<file path="src/rtl/pass_verify_pkg.sv">
// Shared types for the parking-entry password verifier: FSM states and response codes.
package pass_verify_pkg;

    typedef enum logic [1:0] {
        StIdle,
        StCheck,
        StPenalty
    } state_e;

    localparam logic [1:0] RspOk      = 2'b00;
    localparam logic [1:0] RspBadFlat = 2'b01;
    localparam logic [1:0] RspWrong   = 2'b10;
    localparam logic [1:0] RspLocked  = 2'b11;

endpackage

</file>
<file path="src/rtl/pass_verify_fsm_if.sv">
// Request/response bus of the password verifier; the requester is the master.
interface pass_verify_fsm_if #(
    parameter int unsigned FLAT_W = 4,
    parameter int unsigned PWD_W  = 8
);

    logic              req_valid;
    logic              req_ready;
    logic [FLAT_W-1:0] req_flat;
    logic [PWD_W-1:0]  req_pwd;
    logic              rsp_valid;
    logic [1:0]        rsp_code;
    logic [FLAT_W-1:0] rsp_flat;
    logic              grant;

    modport master (
        output req_valid, req_flat, req_pwd,
        input  req_ready, rsp_valid, rsp_code, rsp_flat, grant
    );

    modport slave (
        input  req_valid, req_flat, req_pwd,
        output req_ready, rsp_valid, rsp_code, rsp_flat, grant
    );

endinterface

</file>
<file path="src/rtl/pass_table.sv">
// Per-flat password table: programmed bit, saturating fail counter and lock flags.
module pass_table
    import pass_verify_pkg::*;
#(
    parameter int unsigned N_FLATS   = 8,
    parameter int unsigned PWD_W     = 8,
    parameter int unsigned MAX_FAILS = 3,
    parameter int unsigned FLAT_W    = 4
) (
    input  logic               clk,
    input  logic               rst,
    input  logic               cfg_we,
    input  logic [FLAT_W-1:0]  cfg_flat,
    input  logic [PWD_W-1:0]   cfg_pwd,
    input  logic [FLAT_W-1:0]  lk_flat,
    output logic [PWD_W-1:0]   lk_pwd,
    output logic               lk_programmed,
    output logic               lk_locked,
    input  logic [FLAT_W-1:0]  upd_flat,
    input  logic               upd_clr,
    input  logic               upd_inc,
    output logic [N_FLATS-1:0] locked
);

    localparam int unsigned FAIL_W = $clog2(MAX_FAILS + 1);
    localparam logic [FAIL_W-1:0] MaxFail = FAIL_W'(MAX_FAILS);

    logic [PWD_W-1:0]  pwd_q  [N_FLATS];
    logic [FAIL_W-1:0] fail_q [N_FLATS];
    logic [N_FLATS-1:0] prog_q;

    // Flats are 1-based; entry i holds flat i+1, out-of-range numbers match nothing.
    always_ff @(posedge clk) begin
        if (rst) begin
            prog_q <= '0;
            for (int i = 0; i < int'(N_FLATS); i++) begin
                pwd_q[i]  <= '0;
                fail_q[i] <= '0;
            end
        end else begin
            for (int i = 0; i < int'(N_FLATS); i++) begin
                if (upd_flat == FLAT_W'(i + 1)) begin
                    if (upd_clr) begin
                        fail_q[i] <= '0;
                    end else if (upd_inc && fail_q[i] != MaxFail) begin
                        fail_q[i] <= fail_q[i] + 1'b1;
                    end
                end
                // Placed last so a reprogram overrides a same-cycle increment.
                if (cfg_we && cfg_flat == FLAT_W'(i + 1)) begin
                    pwd_q[i]  <= cfg_pwd;
                    prog_q[i] <= 1'b1;
                    fail_q[i] <= '0;
                end
            end
        end
    end

    always_comb begin
        lk_pwd        = '0;
        lk_programmed = 1'b0;
        lk_locked     = 1'b0;
        for (int i = 0; i < int'(N_FLATS); i++) begin
            if (lk_flat == FLAT_W'(i + 1)) begin
                lk_pwd        = pwd_q[i];
                lk_programmed = prog_q[i];
                lk_locked     = (fail_q[i] == MaxFail);
            end
        end
    end

    always_comb begin
        locked = '0;
        for (int i = 0; i < int'(N_FLATS); i++) begin
            locked[i] = (fail_q[i] == MaxFail);
        end
    end

endmodule

</file>
<file path="src/rtl/pass_verify_fsm.sv">
// Password-verification controller: IDLE/CHECK/PENALTY FSM with registered result
// and grant pulse for reserved-parking entry.
module pass_verify_fsm
    import pass_verify_pkg::*;
#(
    parameter int unsigned N_FLATS        = 8,
    parameter int unsigned PWD_W          = 8,
    parameter int unsigned MAX_FAILS      = 3,
    parameter int unsigned PENALTY_CYCLES = 16,
    localparam int unsigned FLAT_W        = $clog2(N_FLATS + 1)
) (
    input  logic               clk,
    input  logic               rst,
    pass_verify_fsm_if.slave   bus,
    input  logic               cfg_we,
    input  logic [FLAT_W-1:0]  cfg_flat,
    input  logic [PWD_W-1:0]   cfg_pwd,
    output logic [N_FLATS-1:0] locked
);

    localparam int unsigned PCNT_W =
        (PENALTY_CYCLES > 0) ? $clog2(PENALTY_CYCLES + 1) : 1;
    localparam logic [PCNT_W-1:0] PenaltyLoad =
        (PENALTY_CYCLES > 0) ? PCNT_W'(PENALTY_CYCLES - 1) : '0;

    state_e state_q, state_d;

    logic [FLAT_W-1:0] flat_q;
    logic [PWD_W-1:0]  pwd_q;
    logic [PCNT_W-1:0] pcnt_q;

    logic              rsp_valid_q;
    logic [1:0]        rsp_code_q;
    logic [FLAT_W-1:0] rsp_flat_q;
    logic              grant_q;

    logic [PWD_W-1:0]  lk_pwd;
    logic              lk_programmed;
    logic              lk_locked;
    logic [1:0]        check_code;
    logic              upd_clr;
    logic              upd_inc;

    pass_table #(
        .N_FLATS   (N_FLATS),
        .PWD_W     (PWD_W),
        .MAX_FAILS (MAX_FAILS),
        .FLAT_W    (FLAT_W)
    ) u_table (
        .clk           (clk),
        .rst           (rst),
        .cfg_we        (cfg_we),
        .cfg_flat      (cfg_flat),
        .cfg_pwd       (cfg_pwd),
        .lk_flat       (flat_q),
        .lk_pwd        (lk_pwd),
        .lk_programmed (lk_programmed),
        .lk_locked     (lk_locked),
        .upd_flat      (flat_q),
        .upd_clr       (upd_clr),
        .upd_inc       (upd_inc),
        .locked        (locked)
    );

    // Unprogrammed also covers flat 0 and out-of-range flats.
    always_comb begin
        check_code = RspWrong;
        if (!lk_programmed) begin
            check_code = RspBadFlat;
        end else if (lk_locked) begin
            check_code = RspLocked;
        end else if (lk_pwd == pwd_q) begin
            check_code = RspOk;
        end
    end

    always_ff @(posedge clk) begin
        if (rst) begin
            state_q <= StIdle;
        end else begin
            state_q <= state_d;
        end
    end

    always_comb begin
        state_d = state_q;
        unique case (state_q)
            StIdle:    if (bus.req_valid) state_d = StCheck;
            StCheck:   state_d = (check_code == RspWrong && PENALTY_CYCLES > 0) ?
                                 StPenalty : StIdle;
            StPenalty: if (pcnt_q == '0) state_d = StIdle;
            default:   state_d = StIdle;
        endcase
    end

    always_comb begin
        bus.req_ready = (state_q == StIdle);
        upd_clr       = (state_q == StCheck) && (check_code == RspOk);
        upd_inc       = (state_q == StCheck) && (check_code == RspWrong);
    end

    always_ff @(posedge clk) begin
        if (rst) begin
            flat_q <= '0;
            pwd_q  <= '0;
        end else if (state_q == StIdle && bus.req_valid) begin
            flat_q <= bus.req_flat;
            pwd_q  <= bus.req_pwd;
        end
    end

    always_ff @(posedge clk) begin
        if (rst) begin
            pcnt_q <= '0;
        end else if (state_q == StCheck) begin
            pcnt_q <= PenaltyLoad;
        end else if (state_q == StPenalty && pcnt_q != '0) begin
            pcnt_q <= pcnt_q - 1'b1;
        end
    end

    always_ff @(posedge clk) begin
        if (rst) begin
            rsp_valid_q <= 1'b0;
            rsp_code_q  <= RspOk;
            rsp_flat_q  <= '0;
            grant_q     <= 1'b0;
        end else begin
            rsp_valid_q <= (state_q == StCheck);
            grant_q     <= (state_q == StCheck) && (check_code == RspOk);
            if (state_q == StCheck) begin
                rsp_code_q <= check_code;
                rsp_flat_q <= flat_q;
            end
        end
    end

    assign bus.rsp_valid = rsp_valid_q;
    assign bus.rsp_code  = rsp_code_q;
    assign bus.rsp_flat  = rsp_flat_q;
    assign bus.grant     = grant_q;

endmodule

</file>
<file path="src/flat_wrapper.sv">
// flat-port wrapper written by rule: the top's interface ports become plain ports
module pass_verify_fsm_flat import pass_verify_pkg::*;
#(
    parameter int unsigned N_FLATS        = 8,
    parameter int unsigned PWD_W          = 8,
    parameter int unsigned MAX_FAILS      = 3,
    parameter int unsigned PENALTY_CYCLES = 16,
    localparam int unsigned FLAT_W        = $clog2(N_FLATS + 1)
)
  (clk, rst, cfg_we, cfg_flat, cfg_pwd, locked, bus_req_valid, bus_req_flat, bus_req_pwd, bus_req_ready, bus_rsp_valid, bus_rsp_code, bus_rsp_flat, bus_grant);
  pass_verify_fsm_if #(.FLAT_W((4)), .PWD_W(PWD_W)) bus_i ();
  input  logic clk;
  input  logic rst;
  input  logic cfg_we;
  input  logic [FLAT_W-1:0] cfg_flat;
  input  logic [PWD_W-1:0] cfg_pwd;
  output logic [N_FLATS-1:0] locked;
  input wire logic [$bits(bus_i.req_valid)-1:0] bus_req_valid;
  input wire logic [$bits(bus_i.req_flat)-1:0] bus_req_flat;
  input wire logic [$bits(bus_i.req_pwd)-1:0] bus_req_pwd;
  output wire logic [$bits(bus_i.req_ready)-1:0] bus_req_ready;
  output wire logic [$bits(bus_i.rsp_valid)-1:0] bus_rsp_valid;
  output wire logic [$bits(bus_i.rsp_code)-1:0] bus_rsp_code;
  output wire logic [$bits(bus_i.rsp_flat)-1:0] bus_rsp_flat;
  output wire logic [$bits(bus_i.grant)-1:0] bus_grant;
  assign bus_i.req_valid = bus_req_valid;
  assign bus_i.req_flat = bus_req_flat;
  assign bus_i.req_pwd = bus_req_pwd;
  assign bus_req_ready = bus_i.req_ready;
  assign bus_rsp_valid = bus_i.rsp_valid;
  assign bus_rsp_code = bus_i.rsp_code;
  assign bus_rsp_flat = bus_i.rsp_flat;
  assign bus_grant = bus_i.grant;
  pass_verify_fsm #(.N_FLATS(N_FLATS), .PWD_W(PWD_W), .MAX_FAILS(MAX_FAILS), .PENALTY_CYCLES(PENALTY_CYCLES)) u_core (.clk(clk), .rst(rst), .bus(bus_i), .cfg_we(cfg_we), .cfg_flat(cfg_flat), .cfg_pwd(cfg_pwd), .locked(locked));
endmodule
</file>
<file path="config.mk">
export PLATFORM = sky130hd
export DESIGN_NAME = pass_verify_fsm_flat
export DESIGN_NICKNAME = d
export VERILOG_FILES = /design/src/rtl/pass_verify_pkg.sv /design/src/rtl/pass_verify_fsm_if.sv /design/src/rtl/pass_table.sv /design/src/rtl/pass_verify_fsm.sv /design/src/flat_wrapper.sv
export SDC_FILE = /design/constraint.sdc
export NUM_CORES = 1
export LEC_CHECK = 0
export BUFFER_PORTS_ARGS = -buffer_cell sky130_fd_sc_hd__buf_2
export CAP_MARGIN = 10
export CORE_MARGIN = 4
export CORE_UTILIZATION = 50
export CTS_BUF_LIST = sky130_fd_sc_hd__clkbuf_8 sky130_fd_sc_hd__clkbuf_16
export DETAILED_ROUTE_END_ITERATION = 16
export PLACE_DENSITY = 0.68
export REMOVE_ABC_BUFFERS = 1
export SLEW_MARGIN = 25
export SYNTH_ARGS = -nofsm -noshare
export SYNTH_HDL_FRONTEND = slang
export SYNTH_SLANG_ARGS = --single-unit
export TNS_END_PERCENT = 1
</file>
<file path="constraint.sdc">
create_clock -name clk -period 3.1 [get_ports clk]
set_input_delay 0.155 -clock clk [delete_from_list [all_inputs] [get_ports clk]]
set_output_delay 0.155 -clock clk [all_outputs]
set_load 0.03 [all_outputs]
</file>
After elaboration in Yosys (flattened, before gate mapping)
Memory sizes are Yosys's and may differ from the RTL's.
Cells that the tools add are included.
Widths: inputs -> output; s select.
{ "totals": {"inputBits": 28, "ramBits": 80, "ff_bits": 35, "n_memories": 2} }
{ "mem_list": {"columns": ["memory", "words", "width", "rd", "rd_ports_with_merged_regs", "write_ports", "line_no", "source"], "rows": [
  ["u_core.u_table.pwd_q", 8, 8, 8, 0, 8, "pass_table.sv:28", "logic [PWD_W-1:0] pwd_q [N_FLATS];"],
  ["u_core.u_table.fail_q", 8, 2, 8, 0, 8, "pass_table.sv:29", "logic [FAIL_W-1:0] fail_q [N_FLATS];"]
]} }
{ "classes": {"n_reduce_logical": 27, "n_bitwise": 32, "n_eq_ne": 38, "addsub": 9, "muxes": 156} }
{ "op_table": {"columns": ["op", "n"], "rows": [
  ["$mux 8", 16],
  ["$mux 1", 107],
  ["$mux 2", 30],
  ["$eq 4x3->1 const B", 8],
  ["$or 1x1->1", 32],
  ["$eq 2x2->1 const B", 10],
  ["$logic_and 1x1->1", 20],
  ["$ne 2x2->1 const B", 9],
  ["$add 2x1->2 const B", 8],
  ["$eq 4x2->1 const B", 4],
  ["$eq 4x1->1 const B", 2],
  ["$eq 4x4->1 const B", 2],
  ["$eq 8x8->1", 1],
  ["$mux 4", 2],
  ["$pmux 2 s3", 1],
  ["$logic_not 5->1", 1],
  ["$reduce_bool 5->1", 1],
  ["$sub 5x1->5 const B", 1],
  ["$logic_not 2->1", 2],
  ["$eq 2x1->1 const B", 1],
  ["$ne 2x1->1 const B", 1],
  ["$reduce_and 2->1", 1],
  ["$reduce_bool 2->1", 1],
  ["$reduce_or 2->1", 1]
]} }

Longest topological paths before layout
Gate-level depths: netlist (run 1).
{ "depth": {"depth_word": 23, "ltp_mapped": 11} }

Cells and area by module
Synthesis (run 1) repeated with hierarchy kept, for this count alone.
{ "unflattened": {"hier_cells": 530, "hier_area_um2": 5426.5} }
{ "modules_own_cells": {"columns": ["mod", "seq_area_each_um2", "area_each_um2", "instances", "cells_each"], "rows": [
  ["pass_table", 2562.5, 4295.4, 1, 392],
  ["pass_verify_fsm", 540.5, 1131.1, 1, 138]
]} }

Least setup slack after synthesis (run 1)
Ideal clock, no wire load.
{ "synth_timing": {"kind": "register to register", "from": "memory u_core.u_table.fail_q[1][2] (netlist bit)", "to": "memory u_core.u_table.fail_q[0][1] (netlist bit), data pin", "synth_period_minus_slack_ps": 2755, "path_stages_with_launch": 10, "n_path_buf": 1, "setup_ps": 256, "required_time_ps": 2844, "path_slack_ps": 345, "arrival_time_ps": 2499, "path_cell_list": "edfxtp_1 > ha_1 > or3b_2 > a21oi_1 > a211oi_2 > a211oi_1 > nand4_2 > o41ai_4 > buf_6 > nor3_2"} }
{ "synth_rtl": {"columns": ["element", "line_no"], "rows": [
  ["from (decl)", "pass_table.sv:29"]
]} }

==> impl_results.md, run 1 <==
- Crit path time final: slightly below 3 ns
- Vias: roughly 4600
- Chip width: 115 µm
- Critical path data arrival time: 3.19 ns
- Top_reg_cell synth: edfxtp_1
- Crit end category: flip-flop
- Commonest non-fill, non-tap cell in the layout: edfxtp_1
- WL/cell: between 15 and 20 µm
- Total grt overflow: 0
- Critical Path RT: 3.32 ns
- Residual DRC: 0
- Post-synth EDFFs: 80
- Syn Inst Count: ~550
- Vias/cell: just under 6
- Worst clock skew: roughly 0.0052 ns
- Port Buf Inserts: 44
- Pre-antenna DRT Iters: 5
- Largest net degree at the start of global routing: 28
- Syn avg cell area: 10.4 µm²
- Met2 wire length: 7220 µm
- Achievable clock frequency: 337 MHz
- Unrepaired setup endpoints after global routing: yes
- Synth warn: 0
- Slew @ Worst Pin: ~0.72 ns
- Area leader, netlist: edfxtp_1
- Ant diodes: 0
- Post-DRT Antenna Nets: 0
- Core Area: 11000 µm²
- Number of global-route vias before repair: 4403
- Clock-pin slew on the worst setup and hold paths: about 0.05 ns
- H-tree depth: 4
- Met1 WL: 6250 µm
- Final core occ: 62.5%
- Gpl congestion: 0.913
- Die height: approximately 120 µm
- Top layer in use: met4
- PwrDens: 619 nW/µm²
- Yosys reg bits: between 100 and 150
- Largest cells by area after synthesis: edfxtp_1 42%, dfxtp_1 12%, nor2_1 5.1%
- Nets@finish: ~660
- Cell Area, Synth: roughly 5700 µm²
- Final setup viols: 0
- Max VDD drop: 0.000654 V
- Asr flop ratio synth: 0%
- Initial core utilization: 52.1%
- Worst setup path class: reg -> reg
- Distinct cells, synth: between 70 and 80
- Final wirelength: 15100 µm
- Clock tree sinks: 115
- Share of layout cells above drive strength 1: 22.0%
- Violation count after the first detailed-routing iteration: 523
- CTS tree: done
- Sequential cell area fraction in the yosys report: 54.0%
- Status: finished clean
- Initial antenna violation count: 0
- Largest buffer count on any clock path: 2
- All-Layer GR Usage: 23.5%
- LEAKAGE: 2.60 nW
- Final Slew Violations: 0
- Global-route wire length before repair: 23400 µm
- Hold WC Path Type: in -> reg
- Fill cells: 900
- Latest clock arrival within the worst-skew pair: 0.41 ns
- Core Rows: 38
- Post-synth top area share: 41.8%
- Die area: 13300 µm²
- IO Count: 45
- Area grow syn2layout: 20.1%
- MaxCap Viol Count: 0
- CP Launch Type: flip-flop
- CP max FO: 27
- Most frequent cells in the layout: 80 x edfxtp_1, 78 x nor2_1, 69 x nand2_1
- Root Buffer Master: clkbuf_16
- Final Hold Viols: 0
- TritonCTS Buffers: 17
- Final Power: 4.27 mW
- Tcrit/Tclk final: a little over nine tenths
- Rel. slew slack: 51.9%
- HPWL after DPL: 10500 µm
- Metal3 WL: 1310 µm
final cells by class:
cell class	count	area, µm²	area share (%)
clock buffer	19	453	6.57
clock inverter	13	168	2.43
inverter	24	90.1	1.31
multi-input combinational	380	2380	34.6
sequential	115	3110	45.0
tap	140	175	2.54
timing repair buffer	80	520	7.55
flip-flops by register name, summed over array words and instances (netlist names):
register	flops
u_core.bus.rsp_valid	1
u_core.u_table.pwd_q	64
u_core.bus.rsp_flat	4
u_core.state_q	2
u_core.u_table.fail_q	16
u_core.pwd_q	8
u_core.pcnt_q	5
u_core.bus.grant	1
u_core.flat_q	4
u_core.bus.rsp_code	2
u_core.u_table.prog_q	8
kinds of logic after synthesis:
family | share of synthesized area, %
fa+ha+maj | 2.18
flops | 54.0
mux | 2.51
buf+inv | 4.55
xor+xnor | 1.22
compound gates | 13.2
simple gates | 22.3
worst max-delay path: stages, from the launching register on:
cell and delay, ns:
dfxtp_2 0.64, nor2b_1 0.52, a32oi_1 0.11, o32a_1 0.20, o221ai_1 0.29, xor2_1 0.44
o41ai_4 0.16, buf_12 0.17, nor4_1 0.23
per-layer routing:
| metal | global-route usage [%] | vias to the layer above |
|---|---|---|
| met2 | 37.5 | 235 |
| li1 | - | 2119 |
| met3 | 6.74 | 30 |
| met4 | 8.76 | 0 |
| met1 | 30.7 | 2185 |
| met5 | 0 | - |
power breakdown:
part / internal [mW] / switching (mW)
clock: 1.37 / 0.679
combinational: 0.161 / 0.270
sequential: 1.73 / 0.0562
total: 3.26 / 1.01
Yosys cell counts (all sizes together), types with 11 or more instances:
master  number
inv         23
buf         16
a21oi       37
a211oi      11
nand2b      12
dfxtp       35
nand2       69
edfxtp      80
mux2i       11
nor2        79
nor3        22
clkbuf      17
per-stage QoR:
step	setup slack, ns	hold slack [ns]	instances	setup TNS, ns	cell area, µm²
after floorplan	-0.415	0.224	519	-5.94	5570
after detailed placement	0.0574	0.407	732	0	6200
after global placement	0.135	0.396	732	0	6200
final	0.132	0.00572	771	0	6900
after global routing	-0.0259	0.0126	771	-0.0279	6900
after CTS	0.0575	0.00401	771	0	6890
repair_timing:
item,CTS,global route
setup buffers,0,0
endpoints found under the setup margin,0,22
resized for setup,0,5
hold endpoints to repair,7,0
hold buffers,7,0
final timing paths:
| kind | depth (start not counted) | start | to | slack, ns |
|---|---|---|---|---|
| hold reg to reg | 2 | u_core.u_table.prog_q[2]$_SDFFE_PP0P_ | u_core.u_table.prog_q[2]$_SDFFE_PP0P_ | 0.45 |
| hold / removal | 3 | bus_req_flat[2] | u_core.flat_q[2]$_SDFFE_PP0P_ | 0.006 |
| setup reg to reg | 8 | u_core.flat_q[1]$_SDFFE_PP0P_ | u_core.u_table.fail_q[0][0]$_SDFFCE_PP0P_ | 0.13 |
| setup / recovery | 8 | u_core.flat_q[1]$_SDFFE_PP0P_ | u_core.u_table.fail_q[0][0]$_SDFFCE_PP0P_ | 0.13 |
Note: power is estimated with default switching activity, not from simulation.
==> inputs of run 2 (changes only) <==
--- a/config.mk
+++ b/config.mk
@@ -5,14 +5,16 @@
 export SDC_FILE = /design/constraint.sdc
 export NUM_CORES = 1
 export LEC_CHECK = 0
+export ABC_AREA = 1
 export BUFFER_PORTS_ARGS = -buffer_cell sky130_fd_sc_hd__buf_2
 export CAP_MARGIN = 10
 export CORE_MARGIN = 4
 export CORE_UTILIZATION = 50
 export CTS_BUF_LIST = sky130_fd_sc_hd__clkbuf_8 sky130_fd_sc_hd__clkbuf_16
 export DETAILED_ROUTE_END_ITERATION = 16
-export PLACE_DENSITY = 0.68
+export PLACE_DENSITY = 0.69
 export REMOVE_ABC_BUFFERS = 1
+export SETUP_SLACK_MARGIN = 0.4
 export SLEW_MARGIN = 25
 export SYNTH_ARGS = -nofsm -noshare
 export SYNTH_HDL_FRONTEND = slang
==> constraint.sdc (replaced) <==
create_clock -name clk -period 3.1 [get_ports clk]
set_input_delay 0.155 -clock clk [delete_from_list [all_inputs] [get_ports clk]]
set_output_delay 0.155 -clock clk [all_outputs]
set_load 0.05 [all_outputs]
==> run 2 against run 1 <==
Effect of this change:
- synthesized cell count rose by 11%
- core utilization rose by 0.59 points
- sequential share of layout area rose by 1.9 points
- critical path type unchanged
- routed wire length fell by 12%
- clock power fell by 12%
- combinational power rose by 5.3%
- largest cell class unchanged
- setup slack improved by 0.47 ns
- area after synthesis fell by 4.4%
- via count fell by 1.8%
- worst hold slack improved by 0.0093 ns
==> impl_results.md, run 2 <==
- Chip width: 113 µm
- Initial core utilization: 52.2%
- CP Launch Type: flip-flop
- Top-count cell post-synth: nor2_1
- Setup TNS: 0 ns
- Final Hold Viols: 0
- Tcrit/Tclk final: 80.6%
- Gpl congestion: 0.830
- Core Area: 10500 µm²
- Worst setup path class: reg -> reg
- Clock tree sinks: between 100 and 150
- Global-route wire length before repair: about 21000 µm
- Commonest non-fill, non-tap cell in the layout: nor2_1
- Worst clock skew: ~0.007 ns
- H-tree depth: 4
- Achievable clock frequency: approximately 400 MHz
- Root Buffer Master: clkbuf_8
- Critical-path top delay cell: dfxtp_4
- Setup crit start: u_core.flat_q[2]$_SDFFE_PP0P_
- CP max FO: 8
- Latest clock arrival within the worst-skew pair: 0.52 ns
- Final Slew Violations: 0
- Largest Register: u_core.u_table.pwd_q
- Slew @ Worst Pin: 0.691 ns
- TritonCTS Buffers: 17
- Asr flop ratio synth: 0%
- Hold WC Path Type: in -> reg
- Final Power: between 4 and 5 mW
- Share of layout cells above drive strength 1: 16.2%
- Post-DRT Antenna Nets: 0
- WL/cell: 15.9 µm
- Cell Area, Synth: 5490 µm²
- Max VDD drop: 0.000368 V
- Most frequent cells in the layout: 127 x nor2_1, 89 x nand2_1, 80 x inv_1, 80 x edfxtp_1, 44 x buf_2
- Status: finished clean
- Syn avg cell area: ~8.9 µm²
- Core Rows: 37
- Area grow syn2layout: 20.8%
- Clock-pin slew on the worst setup and hold paths: 0.05 ns
- Vias/cell: 5.35
- IO Count: 45
- Largest net degree at the start of global routing: 31
- Final wirelength: 13400 µm
- Die height: ~110 µm
- Total grt overflow: 0
- Area leader, netlist: edfxtp_1
- Top_reg_cell synth: edfxtp_1
- Nets@finish: between 700 and 800
- Largest buffer count on any clock path: 2
- Rel. slew slack: 53.8%
- MaxCap Viol Count: 0
- Top flop regs: u_core.u_table.pwd_q x64, u_core.u_table.fail_q x16
- Yosys reg bits: 115
- Worst-path cell chain: inv_2 -> nor2_8 -> nand2_2 -> inv_4 -> nand2_1 -> nand4_1 -> nand2_1 -> nand2_1 -> nand2_1 -> nand2_1 -> nand2_1 -> nor2_4 -> nand2_4 -> nor2_8 -> nand3_1 -> nand3_1
- LEAKAGE: between 2 and 3 nW
- Post-synth EDFFs: 80
- Syn Inst Count: 614
- Most frequent cells after synthesis: 127 x nor2_1, 89 x nand2_1, 80 x edfxtp_1
- Crit-path max cell delay: 0.38 ns
- Initial antenna violation count: 0
- Residual DRC: 0
- Violation count after the first detailed-routing iteration: 357
- CTS tree: done
- HPWL after DPL: ~9600 µm
- All-Layer GR Usage: 21.6%
- Crit end category: flip-flop
- Distinct cells, synth: 34
- Number of global-route vias before repair: 4368
- Critical path data arrival time: 2.72 ns
- Max FFs per register: 64
- Ant diodes: 0
- Die area: around 13000 µm²
- HP Start: cfg_pwd[3]
- Worst r2r src: u_core.flat_q[2]$_SDFFE_PP0P_
- Pre-antenna DRT Iters: 5
- Crit path time final: between 2 and 2.5 ns
- Final setup viols: 0
- Largest cells by area after synthesis: edfxtp_1 44%, dfxtp_1 13%, nor2_1 8.7%
- Post-synth top area share: 43.8%
- Sequential cell area fraction in the yosys report: 56.5%
- CP most frequent cell: nand2_1
- Vias: 4488
- Synth warn: 0
- Port Buf Inserts: 44
- Unrepaired setup endpoints after global routing: no
- Critical Path RT: 3.32 ns
- PwrDens: 609 nW/µm²
## run 2: changes by cell type after synthesis, moves of 11 or more
| cell | change |
|---|---|
| nand4_1 | +17 |
| nand2_1 | +20 |
| a21oi_1 | -19 |
| mux2i_1 | -11 |
| inv_2 | +12 |
| inv_1 | +51 |
| clkbuf_1 | -11 |
| nor2_1 | +49 |
| nand2b_1 | -12 |
| nand3_1 | +37 |
| o21ai_0 | +13 |
## run 2: final cells by class
cell class                 instances  area [µm²]
clock buffer                      21         480
clock inverter                    11        72.6
fill                             842        3880
inverter                          92         353
multi-input combinational        396        1980
sequential                       115        3120
tap                              136         170
timing repair buffer              68         460
## run 2: timing repair
| item | in CTS | in global routing |
|---|---|---|
| resized for setup | 2 | 9 |
| pin swaps | 1 | 2 |
| endpoints found under the hold margin | 25 | 0 |
| cloned | 1 | 0 |
| hold buffers | 19 | 0 |
| buffers inserted | 0 | 3 |
| setup endpoints to repair | 16 | 30 |
## run 2: worst max-delay path, delay by kind of cell (launching register included)
kind          cells  cell delay [ns]
simple gates     14             1.58
flops             1             0.38
buf+inv           2             0.23
## run 2: worst paths after layout
| kind | endpoint | slack (ns) | depth (start not counted) |
|---|---|---|---|
| setup / recovery | u_core.u_table.fail_q[0][1]$_SDFFCE_PP0P_ | 0.60 | 16 |
| hold / removal | u_core.u_table.pwd_q[1][19]$_DFFE_PP_ | 0.01 | 3 |
| setup reg to reg | u_core.u_table.fail_q[0][1]$_SDFFCE_PP0P_ | 0.60 | 16 |
| hold reg to reg | u_core.u_table.prog_q[7]$_SDFFE_PP0P_ | 0.44 | 2 |
## run 2: kinds of logic (layout without fill, tap and decap cells)
logic type	Yosys count	count (layout)	share of synthesized area, %
and+or+nand+nor	333	334	28.5
DFF	115	115	56.5
buffers and inverters	104	192	7.61
AOI/OAI and AO/OA	52	52	5.11
adders and majority gates	10	10	2.28
## run 2: stage by stage
stage	utilization, %	worst slack (ns)	cell area, µm²	std cells	hold WS (ns)
4_1_cts	62.6	0.418	6570	836	0.00305
3_5_place_dp	55.4	0.358	5820	784	0.419
2_1_floorplan	-	0.844	5420	602	0.224
5_1_grt	63.1	0.403	6630	839	0.00414
6_report	63.1	0.600	6630	839	0.0150
3_3_place_gp	55.4	0.428	5820	784	0.403
## run 2: metal layers
layer	track usage [%]	routed length, µm
met1	28.0	5760
met4	6.09	134
met3	5.45	795
met5	0	0
met2	36.2	6670
## run 2: report_power, final
part	total, mW	internal [mW]	switching [mW]
Clock	1.80	1.15	0.653
Sequential	1.78	1.73	0.0473
Combinational	0.455	0.146	0.309
